--- src/rtl/pe_dbuf_mac_if.sv ---
// Bundle of the PE's control, weight-chain and datapath signals.
// The array controller / neighbouring PEs sit on the master side; the PE is the slave.
interface pe_dbuf_mac_if #(
  parameter int DATAWIDTH = 8,
  parameter int ACCWIDTH  = 32
);
  logic                        mode;
  logic                        wt_load;
  logic signed [DATAWIDTH-1:0] wt_in;
  logic                        wt_swap;
  logic signed [DATAWIDTH-1:0] wt_out;
  logic                        valid_in;
  logic signed [DATAWIDTH-1:0] in_A;
  logic signed [ACCWIDTH-1:0]  in_B;
  logic                        drain;
  logic                        acc_clr;
  logic signed [ACCWIDTH-1:0]  out_D;
  logic                        valid_out;
  logic signed [DATAWIDTH-1:0] out_R;
  logic                        valid_R;
  logic                        ovf;

  modport master (
    output mode, wt_load, wt_in, wt_swap, valid_in, in_A, in_B, drain, acc_clr,
    input  wt_out, out_D, valid_out, out_R, valid_R, ovf
  );

  modport slave (
    input  mode, wt_load, wt_in, wt_swap, valid_in, in_A, in_B, drain, acc_clr,
    output wt_out, out_D, valid_out, out_R, valid_R, ovf
  );
endinterface

--- src/rtl/pe_dbuf_mac.sv ---
// Signed MAC processing element with a double-buffered weight (shadow/active),
// daisy-chained weight load, weight-stationary and output-stationary modes,
// optional saturation and a sticky overflow flag. All outputs are registered.
module pe_dbuf_mac #(
  parameter int DATAWIDTH = 8,
  parameter int ACCWIDTH  = 32,
  parameter bit SATURATE  = 1'b1
) (
  input logic          clk,
  input logic          rst_n,
  pe_dbuf_mac_if.slave bus
);

  // Sums are formed one bit wider than the accumulator so that a single
  // add of two in-range operands can never lose its true sign.
  localparam int SUMW  = ACCWIDTH + 1;
  localparam int PRODW = 2 * DATAWIDTH;

  localparam logic signed [ACCWIDTH-1:0] ACC_MAX = {1'b0, {(ACCWIDTH-1){1'b1}}};
  localparam logic signed [ACCWIDTH-1:0] ACC_MIN = {1'b1, {(ACCWIDTH-1){1'b0}}};

  // A wide sum is out of range when its top two bits disagree.
  function automatic logic out_of_range(input logic signed [SUMW-1:0] x);
    return (x[SUMW-1] != x[SUMW-2]);
  endfunction

  // Reduce a wide sum to ACCWIDTH bits: clamp or wrap depending on SATURATE.
  function automatic logic signed [ACCWIDTH-1:0] sat(input logic signed [SUMW-1:0] x);
    logic signed [ACCWIDTH-1:0] r;
    if (!out_of_range(x)) begin
      r = x[ACCWIDTH-1:0];
    end else if (SATURATE) begin
      r = x[SUMW-1] ? ACC_MIN : ACC_MAX;
    end else begin
      r = x[ACCWIDTH-1:0];
    end
    return r;
  endfunction

  function automatic logic signed [SUMW-1:0] sext_acc(input logic signed [ACCWIDTH-1:0] x);
    return {x[ACCWIDTH-1], x};
  endfunction

  // State
  logic signed [DATAWIDTH-1:0] shadow_r;
  logic signed [DATAWIDTH-1:0] active_r;
  logic signed [ACCWIDTH-1:0]  acc_r;
  logic signed [ACCWIDTH-1:0]  out_d_r;
  logic                        valid_out_r;
  logic signed [DATAWIDTH-1:0] out_r_r;
  logic                        valid_r_r;
  logic                        ovf_r;
  logic                        mode_r;

  // Datapath / next-state
  logic signed [PRODW-1:0]    prod_s;
  logic signed [SUMW-1:0]     prod_x_s;
  logic signed [SUMW-1:0]     acc_base_s;
  logic signed [SUMW-1:0]     ws_sum_s;
  logic signed [SUMW-1:0]     os_sum_s;
  logic                       mode_chg_s;
  logic signed [ACCWIDTH-1:0] acc_s;
  logic signed [ACCWIDTH-1:0] out_d_s;
  logic                       valid_out_s;
  logic                       ovf_s;
  logic                       ovf_set_s;

  // The MAC always uses the active weight as it stood before this edge, so a
  // swap only affects MACs issued from the following cycle.
  assign prod_s     = PRODW'(bus.in_A) * PRODW'(active_r);
  assign prod_x_s   = {{(SUMW-PRODW){prod_s[PRODW-1]}}, prod_s};
  assign mode_chg_s = (bus.mode != mode_r);
  // A mode change discards the accumulator; any MAC that cycle starts from zero.
  assign acc_base_s = mode_chg_s ? {SUMW{1'b0}} : sext_acc(acc_r);
  assign ws_sum_s   = prod_x_s + sext_acc(bus.in_B);
  assign os_sum_s   = acc_base_s + (bus.valid_in ? prod_x_s : {SUMW{1'b0}});

  // Next accumulator, result, valid and overflow for the current mode.
  always_comb begin
    acc_s       = acc_r;
    out_d_s     = out_d_r;
    valid_out_s = 1'b0;
    ovf_set_s   = 1'b0;
    ovf_s       = ovf_r;
    if (!bus.mode) begin
      // Weight-stationary: partial sum flows down, drain is ignored.
      if (bus.valid_in) begin
        out_d_s     = sat(ws_sum_s);
        valid_out_s = 1'b1;
        ovf_set_s   = out_of_range(ws_sum_s);
      end else begin
        out_d_s     = out_d_r;
      end
      acc_s = acc_base_s[ACCWIDTH-1:0];
    end else begin
      // Output-stationary: accumulate locally, emit on drain (which may carry a last MAC).
      if (bus.drain) begin
        out_d_s     = sat(os_sum_s);
        valid_out_s = 1'b1;
        ovf_set_s   = out_of_range(os_sum_s);
        acc_s       = {ACCWIDTH{1'b0}};
      end else if (bus.valid_in) begin
        acc_s       = sat(os_sum_s);
        ovf_set_s   = out_of_range(os_sum_s);
      end else begin
        acc_s       = acc_base_s[ACCWIDTH-1:0];
      end
    end
    // Clear wins over accumulation and over any overflow raised this cycle;
    // a coincident drain has already captured the pre-clear accumulator.
    if (bus.acc_clr) begin
      acc_s = {ACCWIDTH{1'b0}};
      ovf_s = 1'b0;
    end else begin
      ovf_s = ovf_r | ovf_set_s;
    end
  end

  // Weight chain: shadow shifts from above, active takes the old shadow on swap.
  always_ff @(posedge clk or negedge rst_n) begin
    if (!rst_n) begin
      shadow_r <= {DATAWIDTH{1'b0}};
      active_r <= {DATAWIDTH{1'b0}};
    end else begin
      if (bus.wt_load) shadow_r <= bus.wt_in;
      if (bus.wt_swap) active_r <= shadow_r;
    end
  end

  // Accumulator, result, flags and previous-mode tracking.
  always_ff @(posedge clk or negedge rst_n) begin
    if (!rst_n) begin
      acc_r       <= {ACCWIDTH{1'b0}};
      out_d_r     <= {ACCWIDTH{1'b0}};
      valid_out_r <= 1'b0;
      ovf_r       <= 1'b0;
      mode_r      <= 1'b0;
    end else begin
      acc_r       <= acc_s;
      out_d_r     <= out_d_s;
      valid_out_r <= valid_out_s;
      ovf_r       <= ovf_s;
      mode_r      <= bus.mode;
    end
  end

  // Activation forwarding to the right neighbour; data only moves when valid.
  always_ff @(posedge clk or negedge rst_n) begin
    if (!rst_n) begin
      out_r_r   <= {DATAWIDTH{1'b0}};
      valid_r_r <= 1'b0;
    end else begin
      valid_r_r <= bus.valid_in;
      if (bus.valid_in) out_r_r <= bus.in_A;
    end
  end

  assign bus.wt_out    = shadow_r;
  assign bus.out_D     = out_d_r;
  assign bus.valid_out = valid_out_r;
  assign bus.out_R     = out_r_r;
  assign bus.valid_R   = valid_r_r;
  assign bus.ovf       = ovf_r;

endmodule

--- src/flat_wrapper.sv ---
// flat-port wrapper written by rule: the top's interface ports become plain ports
module pe_dbuf_mac_flat 
#(
  parameter int DATAWIDTH = 8,
  parameter int ACCWIDTH  = 32,
  parameter bit SATURATE  = 1'b1
)
  (clk, rst_n, bus_mode, bus_wt_load, bus_wt_in, bus_wt_swap, bus_valid_in, bus_in_A, bus_in_B, bus_drain, bus_acc_clr, bus_wt_out, bus_out_D, bus_valid_out, bus_out_R, bus_valid_R, bus_ovf);
  pe_dbuf_mac_if #(.DATAWIDTH(DATAWIDTH), .ACCWIDTH(ACCWIDTH)) bus_i ();
  input logic clk;
  input logic rst_n;
  input wire logic [$bits(bus_i.mode)-1:0] bus_mode;
  input wire logic [$bits(bus_i.wt_load)-1:0] bus_wt_load;
  input wire logic [$bits(bus_i.wt_in)-1:0] bus_wt_in;
  input wire logic [$bits(bus_i.wt_swap)-1:0] bus_wt_swap;
  input wire logic [$bits(bus_i.valid_in)-1:0] bus_valid_in;
  input wire logic [$bits(bus_i.in_A)-1:0] bus_in_A;
  input wire logic [$bits(bus_i.in_B)-1:0] bus_in_B;
  input wire logic [$bits(bus_i.drain)-1:0] bus_drain;
  input wire logic [$bits(bus_i.acc_clr)-1:0] bus_acc_clr;
  output wire logic [$bits(bus_i.wt_out)-1:0] bus_wt_out;
  output wire logic [$bits(bus_i.out_D)-1:0] bus_out_D;
  output wire logic [$bits(bus_i.valid_out)-1:0] bus_valid_out;
  output wire logic [$bits(bus_i.out_R)-1:0] bus_out_R;
  output wire logic [$bits(bus_i.valid_R)-1:0] bus_valid_R;
  output wire logic [$bits(bus_i.ovf)-1:0] bus_ovf;
  assign bus_i.mode = bus_mode;
  assign bus_i.wt_load = bus_wt_load;
  assign bus_i.wt_in = bus_wt_in;
  assign bus_i.wt_swap = bus_wt_swap;
  assign bus_i.valid_in = bus_valid_in;
  assign bus_i.in_A = bus_in_A;
  assign bus_i.in_B = bus_in_B;
  assign bus_i.drain = bus_drain;
  assign bus_i.acc_clr = bus_acc_clr;
  assign bus_wt_out = bus_i.wt_out;
  assign bus_out_D = bus_i.out_D;
  assign bus_valid_out = bus_i.valid_out;
  assign bus_out_R = bus_i.out_R;
  assign bus_valid_R = bus_i.valid_R;
  assign bus_ovf = bus_i.ovf;
  pe_dbuf_mac #(.DATAWIDTH(DATAWIDTH), .ACCWIDTH(ACCWIDTH), .SATURATE(SATURATE)) u_core (.clk(clk), .rst_n(rst_n), .bus(bus_i));
endmodule
--- config.mk ---
export PLATFORM = sky130hd
export DESIGN_NAME = pe_dbuf_mac_flat
export DESIGN_NICKNAME = d
export VERILOG_FILES = /design/src/rtl/pe_dbuf_mac_if.sv /design/src/rtl/pe_dbuf_mac.sv /design/src/flat_wrapper.sv
export SDC_FILE = /design/constraint.sdc
export NUM_CORES = 1
export LEC_CHECK = 0
export CAP_MARGIN = 25
export CORE_ASPECT_RATIO = 0.5
export CORE_MARGIN = 4
export CORE_UTILIZATION = 59
export DETAILED_ROUTE_END_ITERATION = 12
export PLACE_DENSITY = 0.91
export SYNTH_ARGS = -nofsm -noshare
export SYNTH_HDL_FRONTEND = slang
export SYNTH_SLANG_ARGS = --single-unit
export TNS_END_PERCENT = 5
--- constraint.sdc ---
create_clock -name clk -period 19.6 [get_ports clk]
set_input_delay 2.94 -clock clk [delete_from_list [all_inputs] [get_ports clk]]
set_output_delay 2.94 -clock clk [all_outputs]
set_load 0.005 [all_outputs]
# Word-level counts from Yosys, hierarchy flattened
# Cells that the tools add are included.
# word_totals
reg_bits	92
in_bits	56
output_inout_bits	51
word_cells	40
# classes
addsub	2
multipliers	1
eq_ne	4
muxes	21
bitwise	1
n_reduce_logical	2
# op_table
cell	n
two-way mux 32 bit	11
two-way mux 33 bit	2
adder 16 x 32 -> 33 bit	1
adder 33 bit	1
multiplier 8 x 8 -> 16 bit	1
two-way mux 1 bit	8
inequality test 1 bit	3
inequality test 2 x 1 -> 1 bit (second input constant)	1
AND reduction 2 bit	1
nonzero test 2 bit	1
bitwise OR 1 bit	1

# Logic depth before layout (Yosys ltp)
# depth
depth_word	9
ltp_mapped	35
mapped_depth_nobuf	33

# Least setup slack after synthesis
# OpenSTA, ideal clock, no wires.
# synth_path
path_kind	input port to flip-flop
from	input bus_in_A[7]
to	register u_core.acc_r[9]
setup_time_ns	0.087
arrival_ns	9.620
t_required_ns	19.513
setup_slack_ns	9.893
cell_stages	28
path_buffers	6
cell_sequence	clkbuf_1 > nand2_1 > fa_1 > fa_1 > fa_1 > inv_1 > fa_1 > ha_1 > a21oi_1 > nor3b_2 > nand4_1 > nand3_1 > nand3_2 > inv_2 > buf_2 > buf_1 > ha_1 > clkbuf_1 > nor3b_1 > a31o_1 > a211oi_4 > a2bb2oi_2 > a31oi_4 > mux2i_1 > buf_2 > buf_4 > nand2_1 > o211ai_1
# synth_between
elab_chain_cells	9
word_cells_on_any_way	10
classes_between	add/sub: 1; mul: 1; eq/ne: 1; mux: 7
# synth_rtl
element	line	rtl
start: declaration	flat_wrapper.sv:17	input wire logic [$bits(bus_i.in_A)-1:0] bus_in_A;
multiplier 8 x 8 -> 16 bit (*)	pe_dbuf_mac.sv:70	assign prod_s = PRODW'(bus.in_A) * PRODW'(active_r);
two-way mux 33 bit (*)	pe_dbuf_mac.sv:76	assign os_sum_s = acc_base_s + (bus.valid_in ? prod_x_s : {SUMW{1'b0}});
adder 33 bit (*)	pe_dbuf_mac.sv:76	
two-way mux 32 bit / inequality test 1 bit (equally long branches)	pe_dbuf_mac.sv:33, pe_dbuf_mac.sv:24	
two-way mux 32 bit (*)	pe_dbuf_mac.sv:30	if (!out_of_range(x)) begin
two-way mux 32 bit (*)	pe_dbuf_mac.sv:102	end else if (bus.valid_in) begin
two-way mux 32 bit (*)	pe_dbuf_mac.sv:97	if (bus.drain) begin
two-way mux 32 bit (*)	pe_dbuf_mac.sv:85	if (!bus.mode) begin
two-way mux 32 bit (*)	pe_dbuf_mac.sv:111	if (bus.acc_clr) begin
named net u_core.acc_s[9]	pe_dbuf_mac.sv:62	logic signed [ACCWIDTH-1:0] acc_s;
end signal: assignment	pe_dbuf_mac.sv:133	acc_r <= {ACCWIDTH{1'b0}};
end signal: assignment	pe_dbuf_mac.sv:139	acc_r <= acc_s;
end: declaration	pe_dbuf_mac.sv:47	logic signed [ACCWIDTH-1:0] acc_r;
# Mark *: on every way through the listed nets, which the timed path passes. The rest lies on a longest branch.
# A chain may end at the register's enable or synchronous reset.

# Worst setup path after layout
# layout_path
from	input bus_in_A[7]
to	register u_core.acc_r[2]
# The elaborated chain is that of the path after synthesis.

==> summary.txt <==
Run status
  • Status: finished, final reports clean

Cells and area
  • Layout cell share with drive strength beyond 1: under 10%
  • Nets: between 1,000 and 1,500
  • ANT cells: 0
  • Layout overhead on the synthesized area: 14.93%

Clock tree
  • Hold buffers post-CTS: 0
  • Cts repair resizes: 0
  • Clock-pin transition on the worst setup and hold timing paths: 0.07 ns
  • CTS root buf: clkbuf_16
  • CTS Buffer Depth: 2
  • Post-CTS setup buffers: 0
  • Clock Latency Late Sink: 0.36 ns
  • # clock sinks: between 90 and 100
  • TritonCTS Buffers: 9
  • CTS tree: built
  • H-tree Lvls: 3

Min path
  • Worst hold path class: reg -> reg
  • Worst Min Path Start: u_core.bus.out_R[7]

STA
  • RSZ-0062 raised after global routing: no
  • Max-slew violations: 0
  • Min Tclk post-route: 11.11 ns
  • Clk_skew: approximately 0.009 ns
  • Worst Slack Setup Final: roughly 8.5 ns
  • Measured slew at the worst slew-check pin: around 0.97 ns
  • TNS Setup: 0 ns
  • Final hold vios: 0
  • FMAX: 90.04 MHz
  • Final Setup Violations: 0
  • Fin crit share: 56.66%
  • Worst slew margin: between 30% and 40%

Yosys
  • Synth Area in Adders: roughly a fifth
  • Yosys warns: 0
  • Most common cell in the netlist: nand2_1
  • Compound-Gate Fraction of Synth Area: 21.95%
  • Main combinational cell family by area after synthesis: compound AO/OA/AOI/OAI gates
  • Share of flip-flops with an asynchronous set or reset after synthesis: 100.0%
  • Top FF cell, synth: dfrtp_1
  • XOR/XNOR Fraction of Synth Area: approximately 6.3%
  • Syn Inst Count: about 1,200
  • Post-synthesis simple-gate area fraction: 18.99%
  • EDFF count, synth: 0
  • Synth cell types: 79
  • Post-synth top cells: nand2_1 (114), inv_1 (108), dfrtp_1 (92)
  • Cell area after synthesis: approximately 10,000 um2
  • Largest area contributor in the netlist: dfrtp_1
  • Syn Area/Cell: between 8 and 9 um2
  • Synth top area share: between 20% and 30%
  • Largest cells by area after synthesis: dfrtp_1 (22%), fa_1 (11%), ha_1 (10%), and2_1 (5.1%), nand2_1 (4.1%)
  • Mux contribution to synthesized area: under 10%
  • Synth Register Bits: 92
  • Syn_nets: roughly 1,400
  • Seq/Total Area, Yosys: between 20% and 30%

Critical path
  • CP required: between 15 and 20 ns
  • Kind of critical path: in -> reg
  • Reg-to-Reg Start: u_core.active_r[2]
  • Setup crit end kind: flop
  • Critical Path Start: bus_in_A[7]
  • CP arrival: roughly 11 ns
  • Startpoint types: primary input
  • Crit-path max FO: 32
  • Reg2reg setup slack: 11.18 ns

Detailed routing
  • First-pass DRT Iterations: 7
  • DRT iter0 DRCs: between 700 and 800
  • Vias per cell: between 6 and 7
  • Average wire per standard cell: 19.32 um
  • Via count: roughly 9,700
  • Remaining DRCs: 0
  • DRT Wirelength: 29,600 um
  • Antenna viol nets, final: 0

Job
  • Max-Cap Viols: 0

Global routing
  • Initial antenna violation count: 0
  • Remaining global-route overflow: 0
  • Pin count of the biggest net entering global routing: between 60 and 70
  • GRT Total Usage: 29.57%
  • Vias in the first global route: around 9,900
  • First-pass GRT wire length: between 40,000 and 50,000 um

Placed design
  • Number of port buffers: approximately 110
  • DP HPWL: approximately 23,000 um
  • Routability cong.: 0.9940
  • Pre-CTS setup slack: between 8 and 9 ns

Floorplanning
  • # IOs: around 110
  • Die width: a little under 200 um
  • Initial Util: ~62%
  • DIE AREA: 19,870 um2
  • Core area: 16,800 um2
  • Die Y: ~100 um
  • Row count: 33
## worst max-delay path, cell delays in order
cell	delay (ns)
clkdlybuf4s50_1	0.65
nand2_1	0.20
fa_1	0.72
fa_1	0.49
fa_1	0.52
inv_1	0.05
fa_1	0.44
ha_1	0.35
a21oi_1	0.23
nor3b_2	0.25
nand4_1	0.15
nand3_1	0.18
nand3_2	0.45
inv_2	0.65
ha_1	0.42
a21oi_1	0.26
o21ai_0	0.13
a21o_1	0.21
a31oi_1	0.18
a2bb2oi_1	0.19
a221oi_1	0.30
nor2_1	0.07
mux2_4	0.34
nor2_4	0.66
a211oi_1	0.20
## placed cells by master (no fill, tap or decap), types with 30 or more instances in the layout
cell type	n
a21oi_1	85
and2_1	85
clkdlybuf4s50_1	105
dfrtp_1	92
fa_1	57
ha_1	85
inv_1	108
nand2_1	114
nand3_1	54
nor2_1	72
o21ai_0	61
xnor2_1	43
xor2_1	30
## metal layers
layer	wire, um	track usage (%)
met5	0	0
met4	930	10.51
met3	2204	6.248
met2	14380	51.57
met1	12090	37.07
## layout make-up
type                       count  area, um2
multi-input combinational    974       7452
fill                        1250       4902
sequential                    92       2302
timing repair buffer         114       1126
inverter                     109      409.1
tap                          227      284.0
clock buffer                   9      225.2
clock inverter                 7      103.9
## final timing paths
path / endpoint / cells past startpoint
worst max-delay path: u_core.acc_r[2] / 25
min in group asynchronous: u_core.bus.out_R[3] / 1
max in group asynchronous: u_core.bus.ovf / 2
worst min-delay path: u_core.bus.out_R[7] / 1
worst max register to register: u_core.acc_r[2] / 31
worst min register to register: u_core.bus.out_R[7] / 1
## state kept, by name, summed over array words and instances, names as in the netlist
name                  flops
u_core.bus.out_D         32
u_core.bus.out_R          8
u_core.active_r           8
u_core.bus.valid_R        1
u_core.bus.wt_out         8
u_core.bus.valid_out      1
u_core.acc_r             32
u_core.bus.ovf            1
u_core.mode_r             1
## stage by stage
| stage | hold WS (ns) | instance area, um2 | util [%] | instances |
|---|---|---|---|---|
| after floorplan | 0.4540 | 10360 | - | 1223 |
| after global placement | 0.4725 | 11560 | 68.78 | 1515 |
| after detailed placement | 0.4872 | 11560 | 68.78 | 1515 |
| after CTS | 0.5170 | 11890 | 70.74 | 1531 |
| after global routing | 0.5270 | 11900 | 70.83 | 1532 |
| final | 0.5147 | 11900 | 70.83 | 1532 |
## logic make-up after synthesis
family                   count (synthesis)
AND/OR/NAND/NOR                        399
AO/OA/AOI/OAI                          329
buffers and inverters                  157
adder cells (fa/ha/maj)                142
flip-flops                              92
XOR/XNOR                                74
multiplexers                            30
Power is left out: the tool's default activity adds up to more than one toggle a clock period on the data nets, which glitch-free logic cannot reach.
